`src/rtl/uart_pkg.sv`:
```
// Shared definitions for the logic-analyzer UART receive path.
// Holds the receiver state encoding, frame width default and legal baud floor.
package uart_pkg;

    localparam int DATA_BITS_DEFAULT = 8;
    localparam int BAUD_W            = 16;
    localparam int BAUD_MIN          = 4;

    typedef enum logic [1:0] {
        IDLE,
        START,
        DATA,
        STOP
    } rx_state_e;

    // Divisors below the floor would make the half-bit reload underflow.
    function automatic logic [BAUD_W-1:0] clamp_baud(input logic [BAUD_W-1:0] baud);
        return (baud < BAUD_W'(BAUD_MIN)) ? BAUD_W'(BAUD_MIN) : baud;
    endfunction

endpackage

```
`src/rtl/uart_rx_sync.sv`:
```
// Metastability synchronizer for the raw RX probe plus falling-edge detector.
// Every flop presets high so a reset release on an idle line cannot look like a start bit.
module uart_rx_sync #(
    parameter int SYNC_STAGES = 2
) (
    input  logic clk,
    input  logic rst,
    input  logic rx,
    output logic sync,
    output logic fall
);

    logic [SYNC_STAGES-1:0] stages;
    logic                   prev;

    always_ff @(posedge clk or posedge rst) begin
        if (rst) begin
            stages <= '1;
            prev   <= 1'b1;
        end else begin
            stages <= {stages[SYNC_STAGES-2:0], rx};
            prev   <= stages[SYNC_STAGES-1];
        end
    end

    assign sync = stages[SYNC_STAGES-1];
    assign fall = prev & ~sync;

endmodule

```
`src/rtl/uart_rx_frame.sv`:
```
// Baud-accurate UART frame receiver feeding the protocol trigger stage.
// Samples each bit mid-period and emits one validated byte per frame with a one-cycle strobe.
module uart_rx_frame
    import uart_pkg::*;
#(
    parameter int DATA_BITS   = DATA_BITS_DEFAULT,
    parameter int SYNC_STAGES = 2
) (
    input  logic                 clk,
    input  logic                 rst,
    input  logic                 RX,
    input  logic [BAUD_W-1:0]    baud_cnt,
    output logic [DATA_BITS-1:0] rx_data,
    output logic                 rx_rdy,
    output logic                 frm_err,
    output logic                 busy
);

    localparam int IDX_W = 4;
    localparam logic [IDX_W-1:0] LAST_IDX = IDX_W'(DATA_BITS - 1);

    if (DATA_BITS < 5 || DATA_BITS > 8) begin : g_bad_width
        $error("uart_rx_frame: DATA_BITS must be 5..8");
    end

    logic                 sync;
    logic                 fall;
    rx_state_e            state;
    logic [BAUD_W-1:0]    baud_lat;
    logic [BAUD_W-1:0]    bit_timer;
    logic [IDX_W-1:0]     bit_idx;
    logic [DATA_BITS-1:0] shift_reg;
    logic                 sample;
    logic [BAUD_W-1:0]    baud_new;

    uart_rx_sync #(
        .SYNC_STAGES (SYNC_STAGES)
    ) u_sync (
        .clk  (clk),
        .rst  (rst),
        .rx   (RX),
        .sync (sync),
        .fall (fall)
    );

    assign sample   = (bit_timer == '0);
    assign baud_new = clamp_baud(baud_cnt);

    // Divisor is captured once per frame so a host rewrite only affects the next frame.
    always_ff @(posedge clk or posedge rst) begin
        if (rst) begin
            state     <= IDLE;
            baud_lat  <= '0;
            bit_timer <= '0;
            bit_idx   <= '0;
            shift_reg <= '0;
            rx_data   <= '0;
            rx_rdy    <= 1'b0;
            frm_err   <= 1'b0;
            busy      <= 1'b0;
        end else begin
            rx_rdy  <= 1'b0;
            frm_err <= 1'b0;
            case (state)
                IDLE: begin
                    if (fall) begin
                        baud_lat  <= baud_new;
                        bit_timer <= (baud_new >> 1) - BAUD_W'(1);
                        state     <= START;
                        busy      <= 1'b1;
                    end
                end
                START: begin
                    if (sample) begin
                        if (!sync) begin
                            bit_timer <= baud_lat - BAUD_W'(1);
                            bit_idx   <= '0;
                            state     <= DATA;
                        end else begin
                            state <= IDLE;
                            busy  <= 1'b0;
                        end
                    end else begin
                        bit_timer <= bit_timer - BAUD_W'(1);
                    end
                end
                // LSB arrives first, so shifting in at the top leaves it at bit 0.
                DATA: begin
                    if (sample) begin
                        shift_reg <= {sync, shift_reg[DATA_BITS-1:1]};
                        bit_timer <= baud_lat - BAUD_W'(1);
                        if (bit_idx == LAST_IDX) begin
                            bit_idx <= '0;
                            state   <= STOP;
                        end else begin
                            bit_idx <= bit_idx + IDX_W'(1);
                        end
                    end else begin
                        bit_timer <= bit_timer - BAUD_W'(1);
                    end
                end
                STOP: begin
                    if (sample) begin
                        if (sync) begin
                            rx_data <= shift_reg;
                            rx_rdy  <= 1'b1;
                        end else begin
                            frm_err <= 1'b1;
                        end
                        state <= IDLE;
                        busy  <= 1'b0;
                    end else begin
                        bit_timer <= bit_timer - BAUD_W'(1);
                    end
                end
                default: begin
                    state <= IDLE;
                    busy  <= 1'b0;
                end
            endcase
        end
    end

endmodule

```
`config.mk`:
```
export PLATFORM = sky130hd
export DESIGN_NAME = uart_rx_frame
export DESIGN_NICKNAME = d
export VERILOG_FILES = /design/src/rtl/uart_pkg.sv /design/src/rtl/uart_rx_sync.sv /design/src/rtl/uart_rx_frame.sv
export SDC_FILE = /design/constraint.sdc
export NUM_CORES = 1
export LEC_CHECK = 0
export ABC_AREA = 1
export BUFFER_PORTS_ARGS = -buffer_cell sky130_fd_sc_hd__buf_4
export CAP_MARGIN = 20
export CORE_AREA = 4 4 88 90
export DETAILED_ROUTE_END_ITERATION = 7
export DIE_AREA = 0 0 92 94
export HOLD_SLACK_MARGIN = 0.03
export PLACE_DENSITY = 0.78
export SLEW_MARGIN = 5
export SYNTH_ARGS = -nofsm -noshare
export SYNTH_HDL_FRONTEND = slang
export SYNTH_HIERARCHICAL = 1
export SYNTH_SLANG_ARGS = --single-unit
export TNS_END_PERCENT = 100
```
`constraint.sdc`:
```
create_clock -name clk -period 1.94 [get_ports clk]
set_input_delay 0.097 -clock clk [delete_from_list [all_inputs] [get_ports clk]]
set_output_delay 0.097 -clock clk [all_outputs]
set_load 0.005 [all_outputs]
```
==> results of run 1 <==
placed cells by master, fill, tap and decap left out, drive strengths merged, types with 2 or more instances in the layout:
master       instances
or2                  4
a21oi               14
nand4                7
nor3                 8
o21ai               74
nand2              196
dfstp                3
xnor2                3
dlygate4sd3          3
nand3               56
ha                  10
dfrtp               57
clkinv               6
xor2                 8
nand3b               2
buf                 47
clkbuf              10
nor2                64
inv                 82
Yosys cell counts, drive strengths merged:
cell,instances,area (um2)
a21oi,14,70.07
a31oi,1,6.260
and3,1,6.260
buf,6,51.30
clkbuf,6,22.52
clkinv,2,8.750
dfrtp,57,1426
dfstp,3,78.83
ha,10,125.1
inv,82,307.8
nand2,196,760.7
nand3,56,302.8
nand3b,2,15.01
nand4,7,43.79
nor2,64,275.3
nor3,8,40.04
o2111ai,1,8.760
o211ai,1,7.510
o21ai,74,407.9
or2,4,25.02
xnor2,3,26.28
xor2,8,70.07
worst max-delay path, cell delays in order (launching register included):
cell     delay, ps
dfrtp_1        460
nor2_1         220
nand2_1        130
nor2_1         170
nand4_1        120
buf_4          190
o21ai_0        160
nand3_1         90
nand3_1        110
o21ai_0         90
where the power goes:
part           switching [mW]  internal, mW  total (mW)  leakage [nW]
sequential              0.432          1.60        2.03         0.778
combinational            2.14          1.13        3.27          1.54
clock                   0.531         0.593        1.12        0.0962
total                    3.10          3.32        6.42          2.42
metal layers:
layer  part of all wire (%)  track usage [%]  up-vias  wire (um)
met5                      0                0        -          0
met4                    2.5            9.530        0        277
met3                    7.2            6.330       31        797
met2                     47            42.46      157       5227
met1                     43            35.40     1879       4815
li1                       -                -     2025          -
cell families (layout without fill, tap and decap cells):
family	after synthesis	count (layout)	synth area share, %
AO/OA/AOI/OAI	91	91	12.25
XOR/XNOR	11	11	2.358
flip-flops	60	60	36.83
buffers and inverters	96	150	9.553
AND/OR/NAND/NOR	338	338	35.95
adder cells (fa/ha/maj)	10	10	3.062
how the worst max path moves through the flow:
| stage | end | slack, ps | cells after the start | startpoint |
|---|---|---|---|---|
| global placement | bit_timer[12] | 110 | 16 | baud_cnt[9] |
| finish | bit_timer[2] | 80 | 9 | bit_timer[5] |
| global route | bit_timer[14] | 4 | 13 | bit_timer[0] |
| floorplan | bit_timer[12] | 280 | 15 | baud_cnt[13] |
| detailed placement | bit_timer[12] | 30 | 15 | baud_cnt[4] |
| CTS | bit_timer[10] | 120 | 13 | bit_timer[0] |
stage by stage:
stage | std cells | total power, mW | cell area (um2) | utilization, %
6_report | 759 | 6.425 | 4745 | 67.21
5_1_grt | 759 | 6.917 | 4745 | 67.21
4_1_cts | 758 | 6.333 | 4717 | 66.82
3_5_place_dp | 739 | 5.177 | 4494 | 63.67
3_3_place_gp | 739 | 5.141 | 4494 | 63.67
2_1_floorplan | 606 | 4.228 | 4086 | -
final cells by class:
type	instances	area, um2	share of cell area [%]
clock buffers	10	127.6	2.690
clock inverters	6	65.06	1.371
inverters	84	316.6	6.672
multi-input cells	450	2211	46.60
flip-flops and latches	60	1505	31.72
well taps	99	123.9	2.611
repair buffers	50	395.4	8.333
what timing repair did:
action,CTS,global route
endpoints found under the hold margin,62,0
hold buffers,3,0
resized for setup,0,8
buffers inserted,0,1
endpoints found under the setup margin,0,10
==> flow_metrics.py, run 1 <==
metrics = {
    "outcome": {
        "outcome": "completed",
    },
    "logic_synthesis": {
        "synth_nets": 635,
        "synth.lib_cells_used.distinct": 35,
        "post_synth_inst_count": 606,
        "synth_warn": 6,
        "netlist_area_um2": 4086,
        "post_synth.cell_area_avg_um2": 6.743,
        "synth_sequential_area_ratio_pct": 36.83,
        "ys_ff_latch": 60,
    },
    "clocking": {
        "tritoncts": "built",
        "cts-root-buf": "clkbuf_8",
        "numCtsBuffers": 9,
        "cts.clk_slew.worst_paths_ps": 70,
        "cts.htree.levels": 3,
        "cts_max_path_buffers": 2,
        "clock_insertion_delay_worst_skew_ps": 340,
        "cts_sinks": 60,
    },
    "routing": {
        "dr.first_iter.drc_count": 299,
        "remaining_drc_errors": 0,
        "first_pass_iters": 5,
        "wl_um": 11120,
        "postRouteAntennaNets": 0,
        "detail_route.vias_per_cell": 5.391,
        "route.vias.total": 4092,
        "wl_per_cell_um": 14.65,
    },
    "final_layout": {
        "fraction_of_final_layout_cells_sized_beyond_drive_strength_1_pct": 16.97,
        "fill_cells": 632,
        "finish.net_count": 684,
        "num_antenna_cells": 0,
        "flow.area_growth_from_synthesis_pct": 16.11,
        "biggestRegsByFlops": "baud_lat: 16 flops, bit_timer: 16 flops",
    },
    "critical_path": {
        "r2r_start": "bit_timer[5]",
        "crit_required_ps": 2150,
        "crit-reg2reg-capture": "bit_timer[2]",
        "critical_path_start_end_classification": "reg -> reg",
        "cp-end-kind": "flip-flop",
        "timing.critical_path.arrival_ps": 2070,
        "worst_r2r_path_depth": 9,
        "timing.critical_path.from_type": "flip-flop",
        "path_max_fanout": 5,
        "r2r_setup_slack_ps": 80,
    },
    "pwr": {
        "power.static_leakage_nw": 2.416,
        "max-vdd-ir-drop_mv": 0.7174,
        "power_density_nw_per_um2": 1354,
    },
    "grt": {
        "antenna_found_initial": 0,
        "largest_net_degree_at_the_start_of_global_routing": 58,
        "grt.total_usage_pct": 26.60,
        "grt_overflow": 0,
        "vias_in_the_first_global_route": 3841,
        "grt_pass1_wl_um": 18150,
    },
    "floorplan": {
        "ioPinCount": 30,
        "die_height_um": 94,
        "number_of_placement_rows": 31,
        "floorplan.initialDensity_pct": 57.89,
        "core_box_area_um2": 7059,
        "dieArea_um2": 8648,
        "die_width_um": 92,
    },
    "worst_hold_path": {
        "hold_path.startpoint": "baud_cnt[9]",
        "worstHoldEndpoint": "baud_lat[9]",
        "min-delay-path-class": "in -> reg",
        "hold_path_depth": 3,
    },
    "placed_design": {
        "place_congestion": 0.9535,
        "detailed_place_hpwl_um": 8303,
        "pre_cts_ws_ps": 28.18,
        "buffer_ports.inserted": 29,
    },
    "timing": {
        "fmax_ghz": 0.5370,
        "rsz_0062_raised_after_global_routing": "false",
        "finClkSkew_ps": 11.12,
        "finalMaxSlewViolations": 0,
        "max-slew-margin-rel_pct": 51.62,
        "final.min_clock_period_ps": 1862,
        "setup_ws_ps": 77.89,
        "hold_slack_ps": 48.41,
        "finalSetupViolations": 0,
        "tightestPinTransition_ps": 725.7,
        "final-hold-violation-count": 0,
        "tns_ps": 0,
        "layout_worst_path_cycle_share_pct": 95.99,
    },
    "run": {
        "cap_viol_max_count": 0,
    },
}
No activity file was read; power rests on OpenSTA's default activity.
==> inputs of run 2 (changes only) <==
Settings changed: CORE_AREA 4 4 88 90 to 4 4 92 94, DIE_AREA 0 0 92 94 to 0 0 96 98, PLACE_DENSITY 0.78 to 0.72, TNS_END_PERCENT 100 to 1.
==> run 2 against run 1 <==
  * Wire length grew 2.4%
  * Global-route usage is 0.71 points lower
  * Worst setup slack worse by 8.6 ps
  * First-iteration DRC count increased by 28%
  * Core utilization decreased by 4.2 points
  * Cell count up 0.40%
  * Power grew 3.7%
==> flow_metrics.py, run 2 (same netlist as run 1, synthesis figures left out) <==
metrics = {
    "outcome": {
        "outcome": "completed",
    },
    "timing": {
        "finalSetupViolations": 0,
        "finClkSkew_ps": 12.58,
        "final.min_clock_period_ps": 1871,
        "final-hold-violation-count": 0,
        "hold_slack_ps": 54.71,
        "finalMaxSlewViolations": 0,
        "max-slew-margin-rel_pct": 58.59,
        "tightestPinTransition_ps": 620.3,
        "layout_worst_path_cycle_share_pct": 96.43,
        "rsz_0062_raised_after_global_routing": "true",
        "fmax_ghz": 0.5346,
    },
    "routing": {
        "wl_um": 11380,
        "detail_route.vias_per_cell": 5.421,
        "postRouteAntennaNets": 0,
        "remaining_drc_errors": 0,
        "dr.first_iter.drc_count": 383,
        "first_pass_iters": 5,
        "wl_per_cell_um": 14.94,
        "route.vias.total": 4131,
    },
    "floorplan": {
        "core_box_area_um2": 7647,
        "die_width_um": 96,
        "die_height_um": 98,
        "number_of_placement_rows": 32,
        "ioPinCount": 30,
        "floorplan.initialDensity_pct": 53.44,
        "dieArea_um2": 9408,
    },
    "critical_path": {
        "critical_path_start_end_classification": "reg -> reg",
        "path_cells": "inv_1, ha_1, nand2_1, nor2_4, nand3_4, o21ai_4, inv_2, nand3_1, o21ai_0",
        "crit_required_ps": 2160,
        "cp-end-kind": "flip-flop",
        "timing.critical_path.arrival_ps": 2090,
        "critical_path.max_stage_delay_ps": 380,
        "timing.critical_path.from_type": "flip-flop",
        "crit_slowest_cell": "dfrtp_1",
        "path_max_fanout": 18,
    },
    "final_layout": {
        "finish.net_count": 684,
        "layout.core_utilization_pct": 62.97,
        "mostFrequentLayoutCell": "nand2_1",
        "mostFrequentLayoutCells": "nand2_1, inv_1, o21ai_0, dfrtp_1",
        "flow.area_growth_from_synthesis_pct": 17.85,
        "fraction_of_final_layout_cells_sized_beyond_drive_strength_1_pct": 17.12,
        "num_antenna_cells": 0,
        "biggestRegsByFlops": "baud_lat: 16 flops, bit_timer: 16 flops",
    },
    "grt": {
        "grt.total_usage_pct": 25.89,
        "vias_in_the_first_global_route": 3912,
        "grt_pass1_wl_um": 19000,
        "grt_overflow": 0,
        "antenna_found_initial": 0,
        "largest_net_degree_at_the_start_of_global_routing": 33,
    },
    "clocking": {
        "cts_sinks": 60,
        "cts_max_path_buffers": 2,
        "cts.htree.levels": 3,
        "clock_insertion_delay_worst_skew_ps": 360,
        "numCtsBuffers": 9,
        "cts.clk_slew.worst_paths_ps": 70,
        "tritoncts": "built",
        "cts-root-buf": "clkbuf_8",
    },
    "pwr": {
        "power.static_leakage_nw": 2.445,
        "max-vdd-ir-drop_mv": 0.7189,
        "power_density_nw_per_um2": 1383,
    },
    "worst_hold_path": {
        "min-delay-path-class": "in -> reg",
    },
    "placed_design": {
        "place_congestion": 0.9711,
        "detailed_place_hpwl_um": 8674,
        "buffer_ports.inserted": 29,
    },
    "run": {
        "cap_viol_max_count": 0,
    },
}
==> run 2: cell type report <==
type | count | area (um2)
Clock buffer | 9 | 123.9
Clock inverter | 7 | 98.84
Fill cell | 734 | 2831
Inverter | 84 | 316.6
Multi-Input combinational cell | 450 | 2221
Sequential cell | 60 | 1505
Tap cell | 102 | 127.6
Timing Repair Buffer | 50 | 422.9
==> run 2: through the flow <==
stage / std cells / setup slack (ps) / setup TNS [ps] / total power, mW / cell area [um2]
after CTS: 762 / 61.06 / 0 / 6.527 / 4786
after global routing: 762 / -36.84 / -115.4 / 7.149 / 4816
after floorplan: 606 / 281.4 / 0 / 4.228 / 4086
final: 762 / 69.30 / 0 / 6.663 / 4816
after detailed placement: 742 / 21.74 / 0 / 5.219 / 4523
after global placement: 742 / 97.69 / 0 / 5.182 / 4523
==> run 2: final timing paths <==
kind                       cells after the start                to  slack [ps]              from
max                                            9      bit_timer[2]          70      bit_timer[1]
min                                            3       baud_lat[5]          50       baud_cnt[5]
max reg2reg                                    9      bit_timer[2]          70      bit_timer[1]
min reg2reg                                    0  u_sync/stages[1]         370  u_sync/stages[0]
max in group asynchronous                      4       baud_lat[7]         940               rst
min in group asynchronous                      3  u_sync/stages[0]         380               rst
==> run 2: metal layers <==
layer	vias to the layer above	GRT usage [%]	routed length, um
met3	38	3.159	739
met4	0	10.07	335
li1	2035	-	-
met2	156	39.25	5163
met1	1902	37.43	5143
met5	-	0	0
==> run 2: power by group <==
part / switching (mW) / internal (mW)
Sequential: 0.445 / 1.60
Clock: 0.565 / 0.729
Combinational: 2.19 / 1.13
Total: 3.20 / 3.46
==> run 2: repair_timing <==
| item | 4_1_cts | 5_1_grt |
|---|---|---|
| resized for setup | 0 | 9 |
| endpoints found under the hold margin | 33 | 0 |
| buffers inserted | 0 | 0 |
| endpoints found under the setup margin | 0 | 13 |
| hold buffers | 4 | 0 |
==> run 2: worst max-delay path, delay by kind of cell (launching register included) <==
kind                       cells  cell delay (ps)
adders and majority gates      1              170
and+or+nand+nor                4              580
DFF                            1              380
buffers and inverters          2              290
AOI/OAI and AO/OA              2              320
==> inputs of run 3 (changes only) <==
Settings changed: ABC_AREA 1 to 0, CORE_AREA 4 4 92 94 to 4 4 87 89, DIE_AREA 0 0 96 98 to 0 0 91 93, PLACE_DENSITY 0.72 to 0.73.
==> run 3 against run 2 <==
  * The run now ends with negative setup slack left
  * Worst hold slack improved by 40 ps
  * Sequential cell count unchanged
  * Core utilization grew 13 points
  * Final area increased by 6.9%
==> flow_metrics.py, run 3 <==
metrics = {
    "clocking": {
        "cts_max_path_buffers": 2,
        "cts_sinks": 60,
        "cts-root-buf": "clkbuf_8",
        "tritoncts": "built",
        "clock_insertion_delay_worst_skew_ps": 350,
        "cts.htree.levels": 3,
        "numCtsBuffers": 9,
        "cts.clk_slew.worst_paths_ps": 70,
    },
    "placed_design": {
        "detailed_place_hpwl_um": 7490,
        "post_dp_cell_area_um2": 4743,
        "pre_cts_ws_ps": -511.5,
        "buffer_ports.inserted": 29,
        "place_congestion": 0.9712,
    },
    "logic_synthesis": {
        "post_synth_inst_count": 373,
        "synth_enable_flop_cells": 0,
        "synth.lib_cells_used.distinct": 57,
        "post_synth.cell_area_avg_um2": 9.781,
        "count_leader_synth": "dfrtp_1",
        "netlist_top_cells_area": "dfrtp_1, mux2_2, xnor2_1, nand2_1, ha_1",
        "synth_sequential_area_ratio_pct": 41.26,
        "postSynth.asyncResetShare_pct": 100.0,
        "synth_nets": 402,
        "synth_commonest_cells": "dfrtp_1, nand2_1, mux2_2",
        "synthDominantAreaCellType": "dfrtp_1",
        "post-synth-top-area-fraction_pct": 39.09,
        "ys_ff_latch": 60,
        "synth_flop_cell": "dfrtp_1",
        "synth_warn": 6,
        "netlist_area_um2": 3648,
    },
    "final_layout": {
        "mostFrequentLayoutCells": "buf_4, dfrtp_1, nand2_1, mux2_2, nor2_1",
        "fill_cells": 455,
        "flow.area_growth_from_synthesis_pct": 41.15,
        "ff_latch_area_um2": 1505,
        "multi_input_comb_area_um2": 2092,
        "num_antenna_cells": 0,
        "post-route-cell-area_um2": 5150,
        "layout.core_utilization_pct": 76.22,
        "fraction_of_final_layout_cells_sized_beyond_drive_strength_1_pct": 42.75,
        "finish.net_count": 541,
        "biggestRegsByFlops": "baud_lat: 16 flops, bit_timer: 16 flops",
        "mostFrequentLayoutCell": "buf_4",
    },
    "pwr": {
        "total_switching_power_mw": 2.753,
        "p_int_mw": 4.686,
        "sequential_fraction_of_design_power_pct": 25.0,
        "max-vdd-ir-drop_mv": 0.6547,
        "sw_frac_of_total_pct": 37.01,
        "power_density_nw_per_um2": 1444,
        "combinationalPowerShare_pct": 55.7,
        "power_frac_clock_pct": 19.3,
        "power.static_leakage_nw": 2.369,
    },
    "grt": {
        "vias_in_the_first_global_route": 3619,
        "grt_use_met2_pct": 44.14,
        "groute.layer.met1.usage_pct": 29.95,
        "grt_most_used_layer": "met2",
        "grt_util_met3_pct": 4.907,
        "grt_pass1_wl_um": 16910,
        "largest_net_degree_at_the_start_of_global_routing": 33,
        "grt_overflow": 0,
        "antenna_found_initial": 0,
        "grt.total_usage_pct": 25.02,
    },
    "routing": {
        "first_pass_iters": 6,
        "wl_um": 10300,
        "detail_route.vias_per_cell": 5.968,
        "remaining_drc_errors": 0,
        "wl_per_cell_um": 17.24,
        "dr.first_iter.drc_count": 289,
        "postRouteAntennaNets": 0,
        "route.vias.total": 3563,
    },
    "floorplan": {
        "dieArea_um2": 8463,
        "ioPinCount": 30,
        "core_box_area_um2": 6756,
        "number_of_placement_rows": 30,
        "die_height_um": 93,
        "die_width_um": 91,
        "floorplan.initialDensity_pct": 54.00,
    },
    "timing": {
        "final.min_clock_period_ps": 2488,
        "tightestPinTransition_ps": 562.5,
        "rsz_0062_raised_after_global_routing": "true",
        "finalSetupViolations": 41,
        "final-hold-violation-count": 0,
        "tns_ps": -15170,
        "finalMaxSlewViolations": 0,
        "max-slew-margin-rel_pct": 62.45,
        "setup_ws_ps": -547.8,
        "layout_worst_path_cycle_share_pct": 128.2,
        "finClkSkew_ps": 7.759,
        "fmax_ghz": 0.4020,
    },
    "critical_path": {
        "timing.critical_path.from_type": "flip-flop",
        "crit_required_ps": 2170,
        "path_max_fanout": 7,
        "worst_r2r_path_depth": 7,
        "cp-end-kind": "flip-flop",
        "crit-reg2reg-capture": "bit_timer[7]",
        "r2r_setup_slack_ps": -550,
        "r2r_start": "bit_timer[5]",
        "critical_path_start_end_classification": "reg -> reg",
        "timing.critical_path.arrival_ps": 2720,
    },
    "outcome": {
        "outcome": "finished with violations",
        "violations": "negative setup slack",
    },
    "worst_hold_path": {
        "hold_path_depth": 3,
        "hold_path.startpoint": "baud_cnt[7]",
        "min-delay-path-class": "in -> reg",
        "worstHoldEndpoint": "baud_lat[7]",
    },
    "run": {
        "cap_viol_max_count": 0,
    },
}
==> run 3: cell count changes in the layout (fill, tap and decap cells not counted), sizes merged, moves of 41 or more <==
cell,delta
buf,+96
nand2,-162
inv,-70
nor2,-41
o21ai,-51
nand3,-45
==> run 3: power groups by stage <==
stage / Combinational [mW] / Clock, mW / Sequential, mW
2_1_floorplan: 2.02 / 0 / 1.94
3_3_place_gp: 3.67 / 0 / 1.84
3_5_place_dp: 3.77 / 0 / 1.86
4_1_cts: 3.86 / 1.45 / 1.85
5_1_grt: 4.46 / 1.52 / 1.91
6_report: 4.14 / 1.44 / 1.86
==> run 3: critical path: stages, from the launching register on <==
cell and delay [ps]:
dfrtp_1 390, or4_4 560, or4_4 610, a21oi_4 200
buf_12 140, buf_8 110, o22ai_2 70, o221a_2 270
==> run 3: how the worst max path moves through the flow <==
stage,to,slack (ps),start
floorplan,bit_timer[8],-570,bit_timer[2]
global placement,bit_timer[8],-480,bit_timer[0]
detailed placement,bit_timer[8],-510,bit_timer[10]
CTS,bit_timer[8],-490,bit_timer[1]
global route,bit_timer[4],-610,bit_timer[5]
finish,bit_timer[7],-550,bit_timer[5]
==> run 3: cell families (layout without fill, tap and decap cells) <==
group,count (synthesis),in the layout,synth area share (%)
AND/OR/NAND/NOR,131,131,19.14
AO/OA/AOI/OAI,82,82,15.67
flip-flops,60,60,41.26
multiplexers,32,32,9.808
buffers and inverters,30,174,3.978
XOR/XNOR,28,28,6.721
adder cells (fa/ha/maj),10,10,3.429
==> run 3: repair_timing <==
item	in CTS	in global routing
pin swaps	6	12
setup endpoints to repair	41	41
hold endpoints to repair	30	0
resized for setup	14	18
setup buffers	0	4
hold buffers	3	0
==> run 3: per-layer routing <==
metal  up-vias  routed length, um
met3        42                602
met2       149               5135
li1       1659                  -
met4         0                328
met1      1713               4229
met5         -                  0
==> run 3: metrics by stage <==
step	power [mW]	hold WS, ps	instances
final	7.439	94.66	597
after CTS	7.161	88.47	593
after global placement	5.506	168.2	574
after global routing	7.887	106.6	597
after detailed placement	5.623	179.2	574
after floorplan	3.966	30.29	373
==> run 3: cell type report <==
type                            count  share of cell area, %
Clock buffer                       12                  3.013
Clock inverter                      4                  1.846
Inverter                           13                 0.9475
Multi-Input combinational cell    283                  40.62
Sequential cell                    60                  29.23
Tap cell                           80                  1.944
Timing Repair Buffer              145                  22.40
